===== src/rtl/i2s_sample_receiver_if.sv =====
// Signal bundle between an I2S ADC stream source and the sample receiver.
// The slave side is the receiver; dbg_state mirrors the receiver FSM for observation.
interface i2s_sample_receiver_if #(
  parameter int SAMPLE_WIDTH = 16
);
  logic                           bclk;
  logic                           lrclk;
  logic                           adcdat;
  logic signed [SAMPLE_WIDTH-1:0] leftSampleOut;
  logic signed [SAMPLE_WIDTH-1:0] rightSampleOut;
  logic                           sampleValid;
  logic                           frameError;
  logic [1:0]                     dbg_state;

  // sampleValid / frameError are single-cycle strobes with no ready;
  // a consumer that misses a strobe still sees the held sample outputs.
  modport master (
    output bclk, lrclk, adcdat,
    input  leftSampleOut, rightSampleOut, sampleValid, frameError, dbg_state
  );

  modport slave (
    input  bclk, lrclk, adcdat,
    output leftSampleOut, rightSampleOut, sampleValid, frameError, dbg_state
  );
endinterface


===== src/rtl/i2s_sample_receiver.sv =====
// Oversampling I2S receiver: bclk/lrclk/adcdat are synchronised to clk and a
// left/right pair is presented once per complete frame with a sampleValid strobe.
module i2s_sample_receiver #(
  parameter int SAMPLE_WIDTH = 16,
  parameter int SYNC_STAGES  = 2
) (
  input  logic                clk,
  input  logic                reset_n,
  i2s_sample_receiver_if.slave bus
);
  localparam int            CW   = $clog2(SAMPLE_WIDTH + 1);
  localparam logic [CW-1:0] FULL = CW'(SAMPLE_WIDTH);

  typedef enum logic [1:0] {IDLE = 2'd0, DELAY = 2'd1, SHIFT = 2'd2, WAIT = 2'd3} state_t;

  state_t                         state_q, state_d;
  logic [SYNC_STAGES-1:0]         bclk_sync_q, lrclk_sync_q, adcdat_sync_q;
  logic                           bclk_prev_q;
  logic                           lr_prev_q, lr_prev_d;
  logic                           chan_q, chan_d;
  logic [CW-1:0]                  cnt_q, cnt_d, cnt_inc;
  logic [SAMPLE_WIDTH-1:0]        shift_q, shift_d, shifted;
  logic [SAMPLE_WIDTH-1:0]        left_hold_q, left_hold_d;
  logic                           left_ready_q, left_ready_d;
  logic signed [SAMPLE_WIDTH-1:0] left_out_q, left_out_d, right_out_q, right_out_d;
  logic                           valid_q, valid_d, err_q, err_d;
  logic                           bclk_s, lr_s, dat_s, rise, lr_change, word_done;

  assign bclk_s    = bclk_sync_q[SYNC_STAGES-1];
  assign lr_s      = lrclk_sync_q[SYNC_STAGES-1];
  assign dat_s     = adcdat_sync_q[SYNC_STAGES-1];
  assign rise      = bclk_s & ~bclk_prev_q;
  assign lr_change = lr_s ^ lr_prev_q;
  assign shifted   = {shift_q[SAMPLE_WIDTH-2:0], dat_s};
  assign cnt_inc   = cnt_q + 1'b1;

  always_ff @(posedge clk or negedge reset_n) begin
    if (!reset_n) begin
      bclk_sync_q   <= '0;
      lrclk_sync_q  <= '0;
      adcdat_sync_q <= '0;
      bclk_prev_q   <= 1'b0;
    end else begin
      bclk_sync_q   <= {bclk_sync_q[SYNC_STAGES-2:0], bus.bclk};
      lrclk_sync_q  <= {lrclk_sync_q[SYNC_STAGES-2:0], bus.lrclk};
      adcdat_sync_q <= {adcdat_sync_q[SYNC_STAGES-2:0], bus.adcdat};
      bclk_prev_q   <= bclk_s;
    end
  end

  // The rise that carries an lrclk change is the one-bit delay slot of the new
  // word; it may also carry the LSB of the previous word when slots are exactly
  // SAMPLE_WIDTH long, so the bit is shifted first and the count checked after.
  always_comb begin
    state_d      = state_q;
    lr_prev_d    = lr_prev_q;
    chan_d       = chan_q;
    cnt_d        = cnt_q;
    shift_d      = shift_q;
    left_hold_d  = left_hold_q;
    left_ready_d = left_ready_q;
    left_out_d   = left_out_q;
    right_out_d  = right_out_q;
    valid_d      = 1'b0;
    err_d        = 1'b0;
    word_done    = 1'b0;
    if (rise) begin
      lr_prev_d = lr_s;
      unique case (state_q)
        DELAY, SHIFT: begin
          shift_d = shifted;
          cnt_d   = cnt_inc;
          state_d = SHIFT;
          if (cnt_inc == FULL) begin
            word_done = 1'b1;
            state_d   = WAIT;
          end else if (lr_change) begin
            err_d        = 1'b1;
            left_ready_d = 1'b0;
          end
        end
        IDLE, WAIT: ;
        default: state_d = IDLE;
      endcase
      if (word_done) begin
        if (!chan_q) begin
          left_hold_d  = shifted;
          left_ready_d = 1'b1;
        end else if (left_ready_q) begin
          left_out_d   = $signed(left_hold_q);
          right_out_d  = $signed(shifted);
          valid_d      = 1'b1;
          left_ready_d = 1'b0;
        end else begin
          err_d = 1'b1;
        end
      end
      if (lr_change) begin
        state_d = DELAY;
        chan_d  = lr_s;
        cnt_d   = '0;
      end
    end
  end

  always_ff @(posedge clk or negedge reset_n) begin
    if (!reset_n) begin
      state_q      <= IDLE;
      lr_prev_q    <= 1'b0;
      chan_q       <= 1'b0;
      cnt_q        <= '0;
      shift_q      <= '0;
      left_hold_q  <= '0;
      left_ready_q <= 1'b0;
      left_out_q   <= '0;
      right_out_q  <= '0;
      valid_q      <= 1'b0;
      err_q        <= 1'b0;
    end else begin
      state_q      <= state_d;
      lr_prev_q    <= lr_prev_d;
      chan_q       <= chan_d;
      cnt_q        <= cnt_d;
      shift_q      <= shift_d;
      left_hold_q  <= left_hold_d;
      left_ready_q <= left_ready_d;
      left_out_q   <= left_out_d;
      right_out_q  <= right_out_d;
      valid_q      <= valid_d;
      err_q        <= err_d;
    end
  end

  assign bus.leftSampleOut  = left_out_q;
  assign bus.rightSampleOut = right_out_q;
  assign bus.sampleValid    = valid_q;
  assign bus.frameError     = err_q;
  assign bus.dbg_state      = state_q;
endmodule

===== src/flat_wrapper.sv =====
// flat-port wrapper written by rule: the top's interface ports become plain ports
module i2s_sample_receiver_flat 
#(
  parameter int SAMPLE_WIDTH = 16,
  parameter int SYNC_STAGES  = 2
)
  (clk, reset_n, bus_bclk, bus_lrclk, bus_adcdat, bus_leftSampleOut, bus_rightSampleOut, bus_sampleValid, bus_frameError, bus_dbg_state);
  i2s_sample_receiver_if #(.SAMPLE_WIDTH(SAMPLE_WIDTH)) bus_i ();
  input  logic clk;
  input  logic reset_n;
  input wire logic [$bits(bus_i.bclk)-1:0] bus_bclk;
  input wire logic [$bits(bus_i.lrclk)-1:0] bus_lrclk;
  input wire logic [$bits(bus_i.adcdat)-1:0] bus_adcdat;
  output wire logic [$bits(bus_i.leftSampleOut)-1:0] bus_leftSampleOut;
  output wire logic [$bits(bus_i.rightSampleOut)-1:0] bus_rightSampleOut;
  output wire logic [$bits(bus_i.sampleValid)-1:0] bus_sampleValid;
  output wire logic [$bits(bus_i.frameError)-1:0] bus_frameError;
  output wire logic [$bits(bus_i.dbg_state)-1:0] bus_dbg_state;
  assign bus_i.bclk = bus_bclk;
  assign bus_i.lrclk = bus_lrclk;
  assign bus_i.adcdat = bus_adcdat;
  assign bus_leftSampleOut = bus_i.leftSampleOut;
  assign bus_rightSampleOut = bus_i.rightSampleOut;
  assign bus_sampleValid = bus_i.sampleValid;
  assign bus_frameError = bus_i.frameError;
  assign bus_dbg_state = bus_i.dbg_state;
  i2s_sample_receiver #(.SAMPLE_WIDTH(SAMPLE_WIDTH), .SYNC_STAGES(SYNC_STAGES)) u_core (.clk(clk), .reset_n(reset_n), .bus(bus_i));
endmodule

===== config.mk =====
export PLATFORM = sky130hd
export DESIGN_NAME = i2s_sample_receiver_flat
export DESIGN_NICKNAME = d
export VERILOG_FILES = /design/src/rtl/i2s_sample_receiver_if.sv /design/src/rtl/i2s_sample_receiver.sv /design/src/flat_wrapper.sv
export SDC_FILE = /design/constraint.sdc
export NUM_CORES = 1
export LEC_CHECK = 0
export CAP_MARGIN = 20
export CORE_ASPECT_RATIO = 1.4
export CORE_UTILIZATION = 54
export DETAILED_ROUTE_END_ITERATION = 16
export PLACE_DENSITY = 0.89
export SETUP_SLACK_MARGIN = 0.15
export SYNTH_ARGS = -nofsm -noshare
export SYNTH_HDL_FRONTEND = slang
export SYNTH_SLANG_ARGS = --single-unit

===== constraint.sdc =====
create_clock -name clk -period 5.6 [get_ports clk]
set_clock_uncertainty 0.15 [all_clocks]
set_input_delay 1.12 -clock clk [delete_from_list [all_inputs] [get_ports clk]]
set_output_delay 1.12 -clock clk [all_outputs]
set_load 0.03 [all_outputs]

Word-level counts from Yosys, hierarchy flattened
Index checks and enable logic that the tools add are counted.

word-level totals
  register bits = 82
  word-level logic and storage cells = 55

operators by class
  add/sub/neg operators = 1
  equality and inequality tests = 3
  mux-type cells = 25
  bitwise operators = 4
  reductions and logical operators = 7

operators by type and width
  operator               count
  $mux W1                21
  $mux W5                2
  $reduce_and A2 Y1      3
  $add A5 B1 Y5 const B  1
  $eq A5 B5 Y1 const B   1
  $mux W2                2
  $reduce_and A4 Y1      1
  $reduce_and A3 Y1      1
  $eq A2 B1 Y1 const B   1
  $eq A2 B2 Y1 const B   1
  $not A1 Y1             2
  $reduce_bool A2 Y1     1
  $reduce_or A2 Y1       1
  $and A1 B1 Y1          1
  $xor A1 B1 Y1          1

Depth between registers and ports, before layout
Gate-level depths: netlist of run 1.

  word-level depth = 8
  mapped depth = 6
  gate-level depth less buffers = 4

Worst setup path after synthesis of run 1
Ideal clock, no wire load.

  kind = reg-to-reg
  start point = reg u_core.state_q[0] (netlist: u_core.bus.dbg_state[0])
  end point = reg u_core.left_hold_q[10]
  library setup time = 125 ps
  arrival = 1858 ps
  data required time = 5325 ps
  setup slack = 3467 ps
  stages on the path, launching flop included = 6
  path buffers = 1
  cells stage by stage = dfrtp_1 > xor2_2 > nand2_2 > nor4_4 > buf_6 > mux2_4

on the way
  cells in the longest elaborated chain, start to end = 5
  elaborated cells between the ends (all ways) = 6

RTL lines
  what                                          RTL line                    source
  start: declaration                            i2s_sample_receiver.sv:16   state_t state_q, state_d;
  start signal: assignment                      i2s_sample_receiver.sv:120  state_q <= state_d;
  $eq A2 B1 Y1 or $eq A2 B2 Y1 (tied branches)  i2s_sample_receiver.sv:69   unique case (state_q)
  $reduce_or A2 Y1 *                            i2s_sample_receiver.sv:69
  $mux W1 *                                     i2s_sample_receiver.sv:69
  $mux W1 *                                     i2s_sample_receiver.sv:67   if (rise) begin
  $reduce_and A3 Y1 (no line) *                 n/a
  end signal: assignment                        i2s_sample_receiver.sv:125  left_hold_q <= left_hold_d;
  end: declaration                              i2s_sample_receiver.sv:23   logic [SAMPLE_WIDTH-1:0] left_hold_q, left_hold_d;

Mark *: on every way between the ends. The rest lies on a longest branch, timed or not. The select of a mux whose other input is x is not followed.
A chain may end at the register's enable or synchronous reset.

Worst setup path after layout of run 1
  start point = reg u_core.state_q[0] (netlist: u_core.bus.dbg_state[0])
  end point = reg u_core.left_out_q[2] (netlist: u_core.bus.leftSampleOut[2])

on the way
  cells in the longest elaborated chain, start to end = 5
  elaborated cells between the ends (all ways) = 6

RTL lines
  what                                          RTL line                    source
  $eq A2 B1 Y1 or $eq A2 B2 Y1 (tied branches)  i2s_sample_receiver.sv:69
  $reduce_or A2 Y1 *                            i2s_sample_receiver.sv:69
  $mux W1 *                                     i2s_sample_receiver.sv:69
  $mux W1 *                                     i2s_sample_receiver.sv:67
  $reduce_and A4 Y1 (no line) *                 n/a
  end signal: assignment                        i2s_sample_receiver.sv:127  left_out_q <= left_out_d;
  end: declaration                              i2s_sample_receiver.sv:25   logic signed [SAMPLE_WIDTH-1:0] left_out_q, left_out_d, right_out_q, right_out_d;

Marks and branches as above.

==> results.yml, run 1 <==
timing:
  setup_viol: 0
  final_hold_viol_count: 0
  fmax_mhz: 349.1
  period_needed_ns: 2.864
  maxSlewHeadroom_pct: 51.21
  min_period_over_period_pct: 51.15
  grt_setup_unrepaired: "no"
  worstMarginPinSlew_ns: 0.7264
  final_max_slew_viol_count: 0
  fin_tns_setup_ns: 0
layout:
  final_core_util_pct: 68.77
  area_delta_synth_final_pct: 20.12
  layout_common_cells: "82 x dfrtp_1, 58 x nand2_1, 39 x clkdlybuf4s50_1"
  antennaDiodeCount: 0
  final_layout_size_suffix_gt1_share_pct: 22.61
  nNetsFinal: 287
  mostFrequentLayoutCell: "dfrtp_1"
clocking:
  cts_made_buffers: 9
  h-tree-depth: 3
  cts.clk_slew.worst_paths_ns: 0.08
  cts_resized: 0
  clockBufferDepth: 2
  clock_sinks: 82
  insertion_delay_ns: 0.35
  cts_tree: "yes"
  clockRootBuffer: "clkbuf_8"
  holdBufCountCts: 0
  post_cts_buffers: 0
power:
  p_total_w: 0.001248
  p_leak_nw: 1.903
  ir_worst_vdd_v: 0.0001998
  p_sw_w: 0.0003448
  swShare_pct: 27.62
  p_clk_share_pct: 32.1
  p_int_w: 0.0009034
  p_comb_share_pct: 11.9
  power_density_nw_per_um2: 323.8
  seq_power_share_pct: 56.0
floorplanning:
  fp.dieW_um: 67.16
  dieArea_um2: 6260
  num_rows: 32
  start_util_pct: 57.25
  io_pins: 41
  die_h_um: 93.22
  fp.coreArea_um2: 5605
critical_path:
  worstPathRequired_ns: 5.69
  end_kind: "flip-flop"
  ff2ff_setup_slack_ns: 2.74
  worst-setup-path-type: "flip-flop to flip-flop"
  start_kind: "flip-flop"
  crit_fanout: 22
  cp.arrival_ns: 2.95
run_status:
  status: "finished, final reports clean"
synth:
  synth_edf_count: 0
  synth-seq-area-share_pct: 63.94
  synth.avg_cell_area_um2: 13.66
  syn-instance-count: 235
  ys_types: 34
  synthArstFlopShare_pct: 100.0
  yosys_warnings: 0
  synth_area_um2: 3209
  synthFlopType: "dfrtp_1"
  syn-num-nets: 241
  ys_ff_latch: 82
grt:
  grt_start_max_net_pins: 83
  grt_overflow_total: 0
  groute.usage.overall_pct: 20.73
  first_global_vias: 1913
  grt_pass1_wl_um: 9459
  antenna_found_initial: 0
route:
  routed_wl_um: 5458
  dr_total_vias: 1891
  wl_per_cell_um: 15.55
  final_antenna_net_count: 0
  viasPerCell: 5.387
  drc_errors: 0
  wl_met3_um: 186
  wl_met1_um: 2390
  drt_iter0_drc: 102
  top_layer: "met4"
  dr_wl_met2_um: 2792
  first_pass_iters: 4
run:
  cap_violations: 0
placed_design:
  dp_hpwl_um: 3461
  io_buffer_count: 40
  gp_congestion: 0.7452
hold_path:
  hp-class: "flip-flop to flip-flop"
-- synthesized netlist by cell type (2+ instances only) --
cell      count  area share [%]
buf_6         4             1.4
clkbuf_1      4            0.47
dfrtp_1      82              64
mux2_1        6             2.1
mux2_2       32              11
mux2_4       10             4.7
nand2_1      58             6.8
nand3_1       3            0.47
nor2b_1       2            0.39
nor3b_1       2            0.47
nor4_4        2             1.3
o21ai_0       6            0.94
xor2_1        3            0.82
-- sequential cells by signal, indices dropped and copies added (netlist names), 2 cells and up --
name / flops
u_core.adcdat_sync_q: 2
u_core.bus.leftSampleOut: 16
u_core.left_hold_q: 16
u_core.bclk_sync_q: 2
u_core.shift_q: 15
u_core.cnt_q: 5
u_core.bus.rightSampleOut: 16
u_core.lrclk_sync_q: 2
u_core.bus.dbg_state: 2
-- routing by layer --
metal	global-route usage, %	vias to the layer above
met4	7.979	0
met5	0	-
met2	31.50	37
met3	5.244	10
li1	-	886
met1	28.44	958
-- cells by family after synthesis --
| kind of cell | synth area share [%] |
|---|---|
| multiplexers | 18.01 |
| buffers and inverters | 1.988 |
| XOR/XNOR | 1.599 |
| flip-flops | 63.94 |
| AO/OA/AOI/OAI | 2.807 |
| AND/OR/NAND/NOR | 11.27 |
| adder cells (fa/ha/maj) | 0.3898 |
-- worst max-delay path, cell delays in order (launching register included) --
cell	delay, ns
dfrtp_1	0.43
xor2_2	0.27
nand2_2	0.32
nor4_4	0.77
buf_4	0.42
mux2_2	0.38
-- power by group through the flow --
stage	combinational, W	clock, W	sequential, W
2_1_floorplan	0.0000841	0	0.000707
3_3_place_gp	0.000137	0	0.000707
3_5_place_dp	0.000142	0	0.000710
4_1_cts	0.000146	0.000410	0.000699
5_1_grt	0.000168	0.000432	0.000708
6_report	0.000149	0.000400	0.000699
-- cell type report --
cell class	count	area [um^2]
Timing Repair Buffer	43	440.4
Sequential cell	82	2052
Multi-Input combinational cell	144	1094
Inverter	1	3.754
Fill cell	377	1750
Clock buffer	10	137.6
Clock inverter	3	42.54
Tap cell	68	85.08
-- through the flow --
stage | area (um^2) | instances | hold slack (ns) | worst slack (ns)
finish | 3855 | 351 | 0.2045 | 2.736
global route | 3855 | 351 | 0.2169 | 2.531
CTS | 3827 | 350 | 0.2054 | 2.722
detailed placement | 3647 | 337 | 0.1887 | 2.743
global placement | 3647 | 337 | 0.1844 | 2.825
floorplan | 3209 | 235 | 0.1812 | 3.467
-- final timing paths --
| path | end | start | cells after the start |
|---|---|---|---|
| worst max-delay path | u_core.bus.leftSampleOut[2] | u_core.bus.dbg_state[0] | 5 |
| worst min-delay path | u_core.lrclk_sync_q[1] | u_core.lrclk_sync_q[0] | 0 |
| worst max register to register | u_core.bus.leftSampleOut[2] | u_core.bus.dbg_state[0] | 5 |
| worst min register to register | u_core.lrclk_sync_q[1] | u_core.lrclk_sync_q[0] | 0 |
| max in group asynchronous | u_core.cnt_q[2] | reset_n | 2 |
| min in group asynchronous | u_core.bus.dbg_state[0] | reset_n | 1 |
No activity file was read; power rests on OpenSTA's default activity.
==> run 2: changes to the inputs <==
--- a/config.mk
+++ b/config.mk
@@ -7,9 +7,9 @@
 export LEC_CHECK = 0
 export CAP_MARGIN = 20
 export CORE_ASPECT_RATIO = 1.4
-export CORE_UTILIZATION = 54
+export CORE_UTILIZATION = 49
 export DETAILED_ROUTE_END_ITERATION = 16
-export PLACE_DENSITY = 0.89
+export PLACE_DENSITY = 0.86
 export SETUP_SLACK_MARGIN = 0.15
 export SYNTH_ARGS = -nofsm -noshare
 export SYNTH_HDL_FRONTEND = slang
==> constraint.sdc (replaced) <==
create_clock -name clk -period 2.53 [get_ports clk]
set_clock_uncertainty 0.15 [all_clocks]
set_input_delay 0.506 -clock clk [delete_from_list [all_inputs] [get_ports clk]]
set_output_delay 0.506 -clock clk [all_outputs]
set_load 0.03 [all_outputs]
==> run 2 against run 1 <==
- utilization shrank 5.8 points
- register-to-register slack got worse by 2.4 ns
- total power is 140% higher
- combinational power up 120%
- clock power grew to 2.8 times the previous value
- sequential cell count stayed put
- critical endpoint is now u_core.bus.leftSampleOut[4]
==> results.yml, run 2 (synthesized netlist as in run 1, its figures left out) <==
grt:
  grt_overflow_total: 0
  top_usage_layer: "met2"
  first_global_vias: 1990
  grt_pass1_wl_um: 9363
  grt_use_met3_pct: 3.818
  grt.met2_usage_pct: 28.86
  grt_start_max_net_pins: 45
  groute.usage.overall_pct: 17.90
  antenna_found_initial: 0
  gr-usage-met1_pct: 21.46
placed_design:
  io_buffer_count: 40
  gp_congestion: 0.7884
  dp_hpwl_um: 3659
  placedCellCount: 344
  placed_area_um2: 3687
critical_path:
  reg2reg_depth: 5
  worst-setup-path-type: "flip-flop to flip-flop"
  slowest_stage: "dfrtp_1"
  worstPathRequired_ns: 2.63
  cpLargestDelayFamily: "simple AND/OR/NAND/NOR gates"
  cp.arrival_ns: 2.26
  crit_cells: 5
  end_kind: "flip-flop"
  start_kind: "flip-flop"
  crit_chain: "ha_1 -> nand2_1 -> nor4_4 -> buf_12 -> mux2_2"
  max_stage_delay_ns: 0.42
  path_buf_inv: 1
  crit_fanout: 32
route:
  routed_wl_um: 5556
  final_antenna_net_count: 0
  viasPerCell: 5.316
  first_pass_iters: 4
  drc_errors: 0
  wl_per_cell_um: 15.39
  drt_iter0_drc: 108
  dr_total_vias: 1919
timing:
  min_period_over_period_pct: 85.34
  final_hold_viol_count: 0
  period_needed_ns: 2.159
  fmax_mhz: 463.1
  setup_viol: 0
  grt_setup_unrepaired: "no"
  fin_tns_setup_ns: 0
  maxSlewHeadroom_pct: 58.37
  final_max_slew_viol_count: 0
  worstMarginPinSlew_ns: 0.6244
floorplanning:
  start_util_pct: 51.32
  die_h_um: 97.76
  io_pins: 41
  fp.coreArea_um2: 6254
  num_rows: 34
  fp.dieW_um: 70.40
  dieArea_um2: 6882
layout:
  nNetsFinal: 290
  antennaDiodeCount: 0
  multi_input_comb_area_um2: 1094
  design_area_um2: 3939
  area_delta_synth_final_pct: 22.73
  nFillCells: 461
  final_layout_size_suffix_gt1_share_pct: 23.88
  layout_common_cells: "82 x dfrtp_1, 58 x nand2_1, 39 x clkdlybuf4s50_1"
  register_area_um2: 2052
  final_cells: 361
  mostFrequentLayoutCell: "dfrtp_1"
clocking:
  clockBufferDepth: 2
  h-tree-depth: 3
  insertion_delay_ns: 0.36
  clockRootBuffer: "clkbuf_8"
  cts.clk_slew.worst_paths_ns: 0.08
  clock_sinks: 82
  post_cts_buffers: 0
  cts_made_buffers: 9
  cts_tree: "yes"
run_status:
  status: "finished, final reports clean"
power:
  power_density_nw_per_um2: 758.3
  p_leak_nw: 1.945
  ir_worst_vdd_v: 0.0005826
hold_path:
  hold_depth: 0
  hp-class: "flip-flop to flip-flop"
run:
  cap_violations: 0
==> run 2: cell count changes in the layout (fill, tap and decap cells not counted), sizes merged <==
cell         before  now
clkinvlp          1    0
buf               4    6
dlygate4sd3       0    1
bufinv            1    3
clkinv            1    4
clkbuf           10    9
==> run 2: routing by layer <==
layer,up-vias,part of all wire [%]
met1,974,42
met2,40,51
met5,-,0
met4,0,3.0
met3,13,3.6
li1,892,-
==> run 2: what timing repair did <==
action / 4_1_cts / 5_1_grt
endpoints found under the hold margin: 42 / 0
resized for setup: 0 / 0
hold buffers: 1 / 0
==> run 2: final timing paths <==
path	slack [ns]	to	start
setup / recovery	0.37	u_core.bus.leftSampleOut[4]	u_core.cnt_q[0]
hold / removal	0.21	u_core.adcdat_sync_q[1]	u_core.adcdat_sync_q[0]
setup reg to reg	0.37	u_core.bus.leftSampleOut[4]	u_core.cnt_q[0]
hold reg to reg	0.21	u_core.adcdat_sync_q[1]	u_core.adcdat_sync_q[0]
max in group asynchronous	1.01	u_core.left_hold_q[9]	reset_n
min in group asynchronous	0.51	u_core.bus.frameError	reset_n
==> run 2: per-stage QoR <==
| step | utilization [%] | power [W] | setup WS [ns] | hold slack, ns |
|---|---|---|---|---|
| after floorplan | - | 0.001751 | 0.3966 | 0.06041 |
| after global placement | 58.96 | 0.001870 | 0.4957 | 0.1833 |
| after detailed placement | 58.96 | 0.001895 | 0.4020 | 0.1903 |
| after CTS | 62.99 | 0.003012 | 0.3874 | 0.2086 |
| after global routing | 62.99 | 0.003113 | 0.2603 | 0.2148 |
| final | 62.99 | 0.002987 | 0.3708 | 0.2053 |
==> run 2: cell type report <==
cell class	instances	share of cell area, %
sequential	82	52.10
multi-input combinational	144	27.76
timing repair buffer	46	11.63
clock buffer	9	3.145
clock inverter	7	2.986
tap	72	2.287
inverter	1	0.09530
==> run 2: power breakdown <==
group | internal [W] | switching [W]
combinational | 0.000120 | 0.000213
clock | 0.000655 | 0.000460
sequential | 0.00142 | 0.000121
==> run 3: changes to the inputs <==
--- a/config.mk
+++ b/config.mk
@@ -11,6 +11,7 @@
 export DETAILED_ROUTE_END_ITERATION = 16
 export PLACE_DENSITY = 0.86
 export SETUP_SLACK_MARGIN = 0.15
+export SKIP_LAST_GASP = 1
 export SYNTH_ARGS = -nofsm -noshare
 export SYNTH_HDL_FRONTEND = slang
 export SYNTH_SLANG_ARGS = --single-unit
==> results of run 3 <==
Same layout as run 2: the final DEF is identical, and so are final timing and power.
